<file path="src/rtl/enemy_flyer_draw_ctrl.sv">
// enemy_flyer_draw_ctrl: shares the enemy-flyer sprite ROM among N_ENEMY requesters
// and pipelines the returned color index to the palette, with per-enemy hit-flash.
module enemy_flyer_draw_ctrl #(
    parameter int         N_ENEMY      = 4,
    parameter int         ADDR_W       = 10,
    parameter int         FLASH_FRAMES = 8,
    parameter logic [3:0] FLASH_INDEX  = 4'h3
) (
    input  logic                        Clk,
    input  logic                        Reset,
    input  logic                        frame_start,
    input  logic [N_ENEMY-1:0]          req,
    input  logic [N_ENEMY*ADDR_W-1:0]   req_addr,
    input  logic [N_ENEMY-1:0]          flash_trig,
    output logic [ADDR_W-1:0]           rom_addr,
    input  logic [3:0]                  rom_data,
    output logic [3:0]                  pal_index,
    output logic                        pix_valid,
    output logic [2:0]                  grant_id,
    output logic [N_ENEMY-1:0]          flashing
);
    logic [2:0]        win;
    logic [ADDR_W-1:0] win_addr;
    logic [ADDR_W-1:0] rom_addr_q, rom_addr_d;
    logic              s1_valid_q, s1_valid_d, s2_valid_q, s2_valid_d;
    logic [2:0]        s1_id_q, s1_id_d, s2_id_q, s2_id_d;
    logic [3:0]        pal_index_q, pal_index_d;
    logic              pix_valid_q, pix_valid_d;
    logic [2:0]        grant_id_q, grant_id_d;
    logic [7:0]        cnt_q [N_ENEMY];
    logic [7:0]        cnt_d [N_ENEMY];
    logic [7:0]        flash_on;
    logic              opaque;

    always_comb begin
        win      = '0;
        win_addr = req_addr[ADDR_W-1:0];
        // Descending scan so the lowest set request bit is the last to win.
        for (int i = N_ENEMY - 1; i >= 0; i--) begin
            if (req[i]) begin
                win      = 3'(i);
                win_addr = req_addr[i*ADDR_W +: ADDR_W];
            end
        end
        flashing = '0;
        flash_on = '0;
        for (int i = 0; i < N_ENEMY; i++) begin
            flashing[i] = cnt_q[i] != 8'd0;
            flash_on[i] = flashing[i] && cnt_q[i][0];
            cnt_d[i]    = flash_trig[i] ? 8'(FLASH_FRAMES)
                        : (frame_start && flashing[i]) ? cnt_q[i] - 8'd1 : cnt_q[i];
        end
        rom_addr_d  = |req ? win_addr : rom_addr_q;
        s1_valid_d  = |req;
        s1_id_d     = win;
        s2_valid_d  = s1_valid_q;
        s2_id_d     = s1_id_q;
        opaque      = s2_valid_q && rom_data != 4'h0;
        pix_valid_d = opaque;
        grant_id_d  = s2_id_q;
        pal_index_d = !opaque ? 4'h0 : flash_on[s2_id_q] ? FLASH_INDEX : rom_data;
    end

    always_ff @(posedge Clk) begin
        if (Reset) begin
            rom_addr_q  <= '0;
            s1_valid_q  <= 1'b0;
            s1_id_q     <= '0;
            s2_valid_q  <= 1'b0;
            s2_id_q     <= '0;
            pal_index_q <= '0;
            pix_valid_q <= 1'b0;
            grant_id_q  <= '0;
            cnt_q       <= '{default: '0};
        end else begin
            rom_addr_q  <= rom_addr_d;
            s1_valid_q  <= s1_valid_d;
            s1_id_q     <= s1_id_d;
            s2_valid_q  <= s2_valid_d;
            s2_id_q     <= s2_id_d;
            pal_index_q <= pal_index_d;
            pix_valid_q <= pix_valid_d;
            grant_id_q  <= grant_id_d;
            cnt_q       <= cnt_d;
        end
    end

    assign rom_addr  = rom_addr_q;
    assign pal_index = pal_index_q;
    assign pix_valid = pix_valid_q;
    assign grant_id  = grant_id_q;
endmodule

</file>
<file path="config.mk">
export PLATFORM = sky130hd
export DESIGN_NAME = enemy_flyer_draw_ctrl
export DESIGN_NICKNAME = d
export VERILOG_FILES = /design/src/rtl/enemy_flyer_draw_ctrl.sv
export SDC_FILE = /design/constraint.sdc
export NUM_CORES = 1
export LEC_CHECK = 0
export ABC_CLOCK_PERIOD_IN_PS = 2100
export CORE_MARGIN = 1
export CORE_UTILIZATION = 48
export CTS_CLUSTER_SIZE = 28
export DETAILED_ROUTE_END_ITERATION = 6
export HOLD_SLACK_MARGIN = 0.02
export PLACE_DENSITY = 0.87
export SETUP_SLACK_MARGIN = 0.1
export SYNTH_ARGS = -nofsm -noshare
export SYNTH_HDL_FRONTEND = slang
export SYNTH_SLANG_ARGS = --single-unit
</file>
<file path="constraint.sdc">
create_clock -name Clk -period 2.1 [get_ports Clk]
set_input_delay 0.315 -clock Clk [delete_from_list [all_inputs] [get_ports Clk]]
set_output_delay 0.315 -clock Clk [all_outputs]
set_load 0.02 [all_outputs]
</file>
; After elaboration in Yosys (flattened, before gate mapping)
; Index checks and enable logic that the tools add are counted.
[totals]
latch_bits = 0
memories = 0
word_cells = 71
output_inout_bits = 22
input_bits = 55
regBits = 58
romBits = 0
ramBits = 0
[classes]
n_addsub = 4
n_eq_ne = 0
div_mod_pow = 0
n_shift = 0
reduce_logical = 28
bitwise_logic = 1
magnitude_cmp = 1
n_mul = 0
muxes = 18
[op_table]
columns = op, count
row1 = two-way mux 10 bit, 4
row2 = two-way mux 4 bit, 8
row3 = nonzero test 8 bit, 4
row4 = "subtractor 8 x 1 -> 8 bit, second input constant", 4
row5 = OR reduction 2 bit, 6
row6 = logical AND 1 bit, 9
row7 = nonzero test 2 bit, 4
row8 = OR reduction 4 bit, 2
row9 = two-way mux 2 bit, 3
row10 = OR reduction 3 bit, 2
row11 = "< comparator 3 x 4 -> 1 bit, second input constant", 1
row12 = nonzero test 4 bit, 1
row13 = binary-select mux 1 bit (select 3 bit), 1
row14 = two-way mux 1 bit, 2
row15 = NOT 1 bit, 1

; Logic depth before layout (Yosys ltp)
[depth]
depth_word = 5
mapped_depth = 6
depth_no_buf = 6

; Least setup slack after synthesis
; Ideal clock, no wire load.
[synth_timing]
kind = reg-to-reg
start = register cnt_q[16] (netlist name)
end = register cnt_q[19] (netlist name)
path_stages_with_launch = 7
path_buffers = 0
synth_period_minus_slack_ns = 1.591
slack_ns = 0.509
required_ns = 1.968
t_arrival_ns = 1.459
cell_sequence = dfxtp_1 inv_1 ha_1 or3b_2 o21ai_0 xor2_1 a21oi_1
[synth_between]
elab_chain_len = 3
word_cells_on_any_way = 6
[synth_rtl]
columns = item, line
row1 = "start, declared", 30  ; logic [7:0] cnt_q [N_ENEMY];
row2 = "start signal, assigned", 84  ; cnt_q <= cnt_d;
row3 = subtractor 8 x 1 -> 8 bit or nonzero test 8 bit (tied branches), "51, 48"
row4 = two-way mux 4 bit or logical AND 1 bit (tied branches), 51  ; : (frame_start && flashing[i]) ? cnt_q[i] - 8'd1 : cnt_q[i];
row5 = two-way mux 4 bit or nonzero test 2 bit (tied branches), --
; Several ways; a longest one is shown, not always the timed one. The select of a mux whose other input is x is not followed.
; A chain may end at the register's enable or synchronous reset.

; Worst setup path in the final report
[layout_timing]
start = register cnt_q[16] (netlist name)
end = output flashing[1]
[layout_between]
elab_chain_len = 1
[layout_rtl]
columns = item, line
row1 = nonzero test 8 bit, 48  ; flashing[i] = cnt_q[i] != 8'd0;
row2 = "end, declared", 20  ; output logic [N_ENEMY-1:0] flashing
; Every way passes these cells.

==> metrics.md <==
| Metric | Value |
|---|---|
| Max stage delay on crit path | 0.36 ns |
| Clk_skew | approximately 0.012 ns |
| Clock buffer depth | 2 |
| Worst endpoint required time | ~1.8 ns |
| Syn nets | between 300 and 400 |
| Crit Path Category | flip-flop to primary output |
| CORE AREA | 5540 um^2 |
| Die area | around 6100 um^2 |
| Cts bufs inserted | 5 |
| Hold Crit Class | flip-flop to flip-flop |
| Drt via density | around 5.6 |
| NumNets Final | roughly 460 |
| Post-Syn Area | 2790 um^2 |
| Final Hold Fails | 0 |
| Final Max Tran Viols | 0 |
| Top-count cell post-synth | dfxtp_1 |
| Global-route wire length before repair | 11.4 mm |
| Die W | 78.2 um |
| Seq/Total Area, Yosys | 39.5% |
| Syn-to-layout area delta | 35.8% |
| Setup TNS Final | 0 ns |
| Synth area leaders | dfxtp_1 (39%), a21oi_1 (5.6%), nor2_1 (4.3%), xor2_1 (4.1%), nand2_1 (3.8%) |
| # DRC | 0 |
| Worst-margin pin slew | around 0.52 ns |
| GRT Util Overall | between 20% and 30% |
| Power Density | 663 nW/um^2 |
| WP buf/inv | 2 |
| Hold slack | 0.443 ns |
| Starting Density | about half |
| R2R cell count | 6 |
| Critical Path End | flashing[1] |
| Remaining Overflow, GRT | 0 |
| Die height | around 80 um |
| Setup crit start kind | flip-flop |
| Status | completed |
| Max FO, Critical Path | 4 |
| Routed Wire Length | around 6.7 mm |
| CTS root buffer | clkbuf_8 |
| Reg2reg start | cnt_q[16] |
| DRT met1 WL | 2.88 mm |
| H-tree depth | 2 |
| Yosys top cell by area | dfxtp_1 |
| Antenna Nets Post-Route | 0 |
| CTS tree | built |
| Fin crit period | roughly 2.0 ns |
| EDFF count, synth | 0 |
| Share of post-route cells with drive strength above 1 | approximately 11% |
| Number of antenna diodes | 0 |
| Clock latency at the later pin of the worst-skew pair | about 0.32 ns |
| Max cap viols | 0 |
| Antenna violations before repair | 0 |
| WP depth | 5 |
| VDD IR-drop max | about 0.36 mV |
| CP Data Arrival Time | 1.68 ns |
| Post-Syn Area per Cell | 8.68 um^2 |
| Synth cell types | 49 |
| Synthesized flop and latch total | between 50 and 60 |
| Main synth FF type | dfxtp_1 |
| Clock transition at the registers of the reported paths | 0.11 ns |
| Fraction of registers with async set/reset | 0% |
| Layout fillers | 451 |
| CP endpoint kind | primary output |
| # hold bufs at CTS | 0 |
| Fin crit share | 94.8% |
| Worst Setup SP | cnt_q[16] |
| Kind of cell adding the most delay to the critical path | buffers and inverters |
| Final cell count without fillers | 472 |
| 1st-iter DRT viols | 39 |
| Num rows | 27 |
| CP cell instances | inv_1, ha_1, nor3b_4, nand2_1, dlygate4sd2_1 |
| Clock Sinks | 55 |
| DR WL met3 | around 510 um |
| DR vias | approximately 2.6k |
| Worst rel slew slack | 65.1% |
| Pleak | 1.42 nW |
| RSZ-0062 raised after global routing | true |
| Syn Inst Count | 321 |
| Routed wire per std cell | around 14 um |
| YS warnings | 0 |
| Vias in the first global route | ~2.6k |
| DPL Wire Length | around 4.9 mm |
| Pre-antenna DRT Iters | 4 |
| Dpl cells | approximately 460 |
| GP Congestion | about 0.86 |
| Worst reg2reg setup slack | slightly above 0.3 ns |
| WL met2 | between 3 and 4 mm |
| Top routing layer in use | met4 |
| Num ports | 77 |
| # setup viols final | 0 |
| Top cells by count, synth | dfxtp_1 (55), nor2_1 (32), a21oi_1 (31), nand2_1 (28) |
| FF-to-FF End | cnt_q[19] |
| Largest net degree at the start of global routing | 23 |
| Max Freq | approximately 500 MHz |
| Port bufs | 75 |
| Slowest CP cell | dfxtp_1 |
| Post-synth top area share | about two fifths |
layout by cell type, fill, tap and decap left out, drive strengths merged, types with 12 or more instances in the layout:
master          n
o21ai          13
nand3b         12
a21oi          31
buf            14
dfxtp          55
nand2          28
xor2           13
nor2           32
clkdlybuf4s50  71
inv            15
layer usage:
| metal | track usage, % | up-vias |
|---|---|---|
| met5 | 0 | - |
| met1 | 26.9 | 1238 |
| met3 | 6.86 | 12 |
| met2 | 39.9 | 101 |
| li1 | - | 1288 |
| met4 | 9.44 | 0 |
state kept, by name, indices dropped and copies added (netlist names):
register and count:
grant_id 2, pal_index 4, s2_valid_q 1, s1_valid_q 1, pix_valid 1, s1_id_q 2, rom_addr 10, cnt_q 32
grant_id_d 2
worst min path at each step:
stage	cells past startpoint	slack, ns	start	to
after detailed placement	1	0.42	s1_id_q[0]	grant_id_d[0]
after floorplan	1	0.39	req[0]	s1_id_q[1]
after CTS	1	0.45	s1_id_q[0]	grant_id_d[0]
final	1	0.44	s1_id_q[0]	grant_id_d[0]
after global routing	1	0.46	s1_id_q[0]	grant_id_d[0]
after global placement	1	0.42	s1_id_q[0]	grant_id_d[0]
final cells by class:
cell class | count | area [um^2] | share of cell area, %
Clock inverter | 3 | 27.5 | 0.727
Inverter | 14 | 52.6 | 1.39
Timing Repair Buffer | 89 | 851 | 22.5
Multi-Input combinational cell | 234 | 1590 | 42.0
Sequential cell | 55 | 1100 | 29.2
Tap cell | 72 | 90.1 | 2.38
Clock buffer | 5 | 68.8 | 1.82
kinds of logic (layout without fill, tap and decap cells):
logic type / Yosys count / in the layout / share of synthesized area [%]
AND/OR/NAND/NOR: 120 / 120 / 25.3
adder cells (fa/ha/maj): 7 / 7 / 3.14
AO/OA/AOI/OAI: 83 / 83 / 20.1
flip-flops: 55 / 55 / 39.5
buffers and inverters: 32 / 111 / 4.62
XOR/XNOR: 23 / 23 / 7.23
other: 1 / 1 / 0.135
stage by stage:
| stage | cell area, um^2 | utilization, % | total power [mW] | setup slack (ns) |
|---|---|---|---|---|
| floorplan | 2790 | - | 1.60 | 0.509 |
| global placement | 3650 | 65.9 | 1.87 | 0.0547 |
| detailed placement | 3650 | 65.9 | 1.89 | -0.0180 |
| CTS | 3760 | 67.9 | 2.50 | 0.0928 |
| global route | 3780 | 68.3 | 2.64 | 0.0256 |
| finish | 3780 | 68.3 | 2.51 | 0.108 |
report_power, final:
part           internal (mW)  total, mW  leakage [nW]  switching [mW]
Sequential              1.10       1.17         0.451          0.0672
Combinational          0.374      0.713         0.924           0.339
Clock                  0.246      0.626        0.0463           0.380
Total                   1.72       2.51          1.42           0.787
what timing repair did:
item	in CTS	in global routing
setup buffers	0	1
setup endpoints to repair	4	3
gates resized for setup	9	3
pin swaps	0	0
Note: power is estimated with default switching activity, not from simulation.
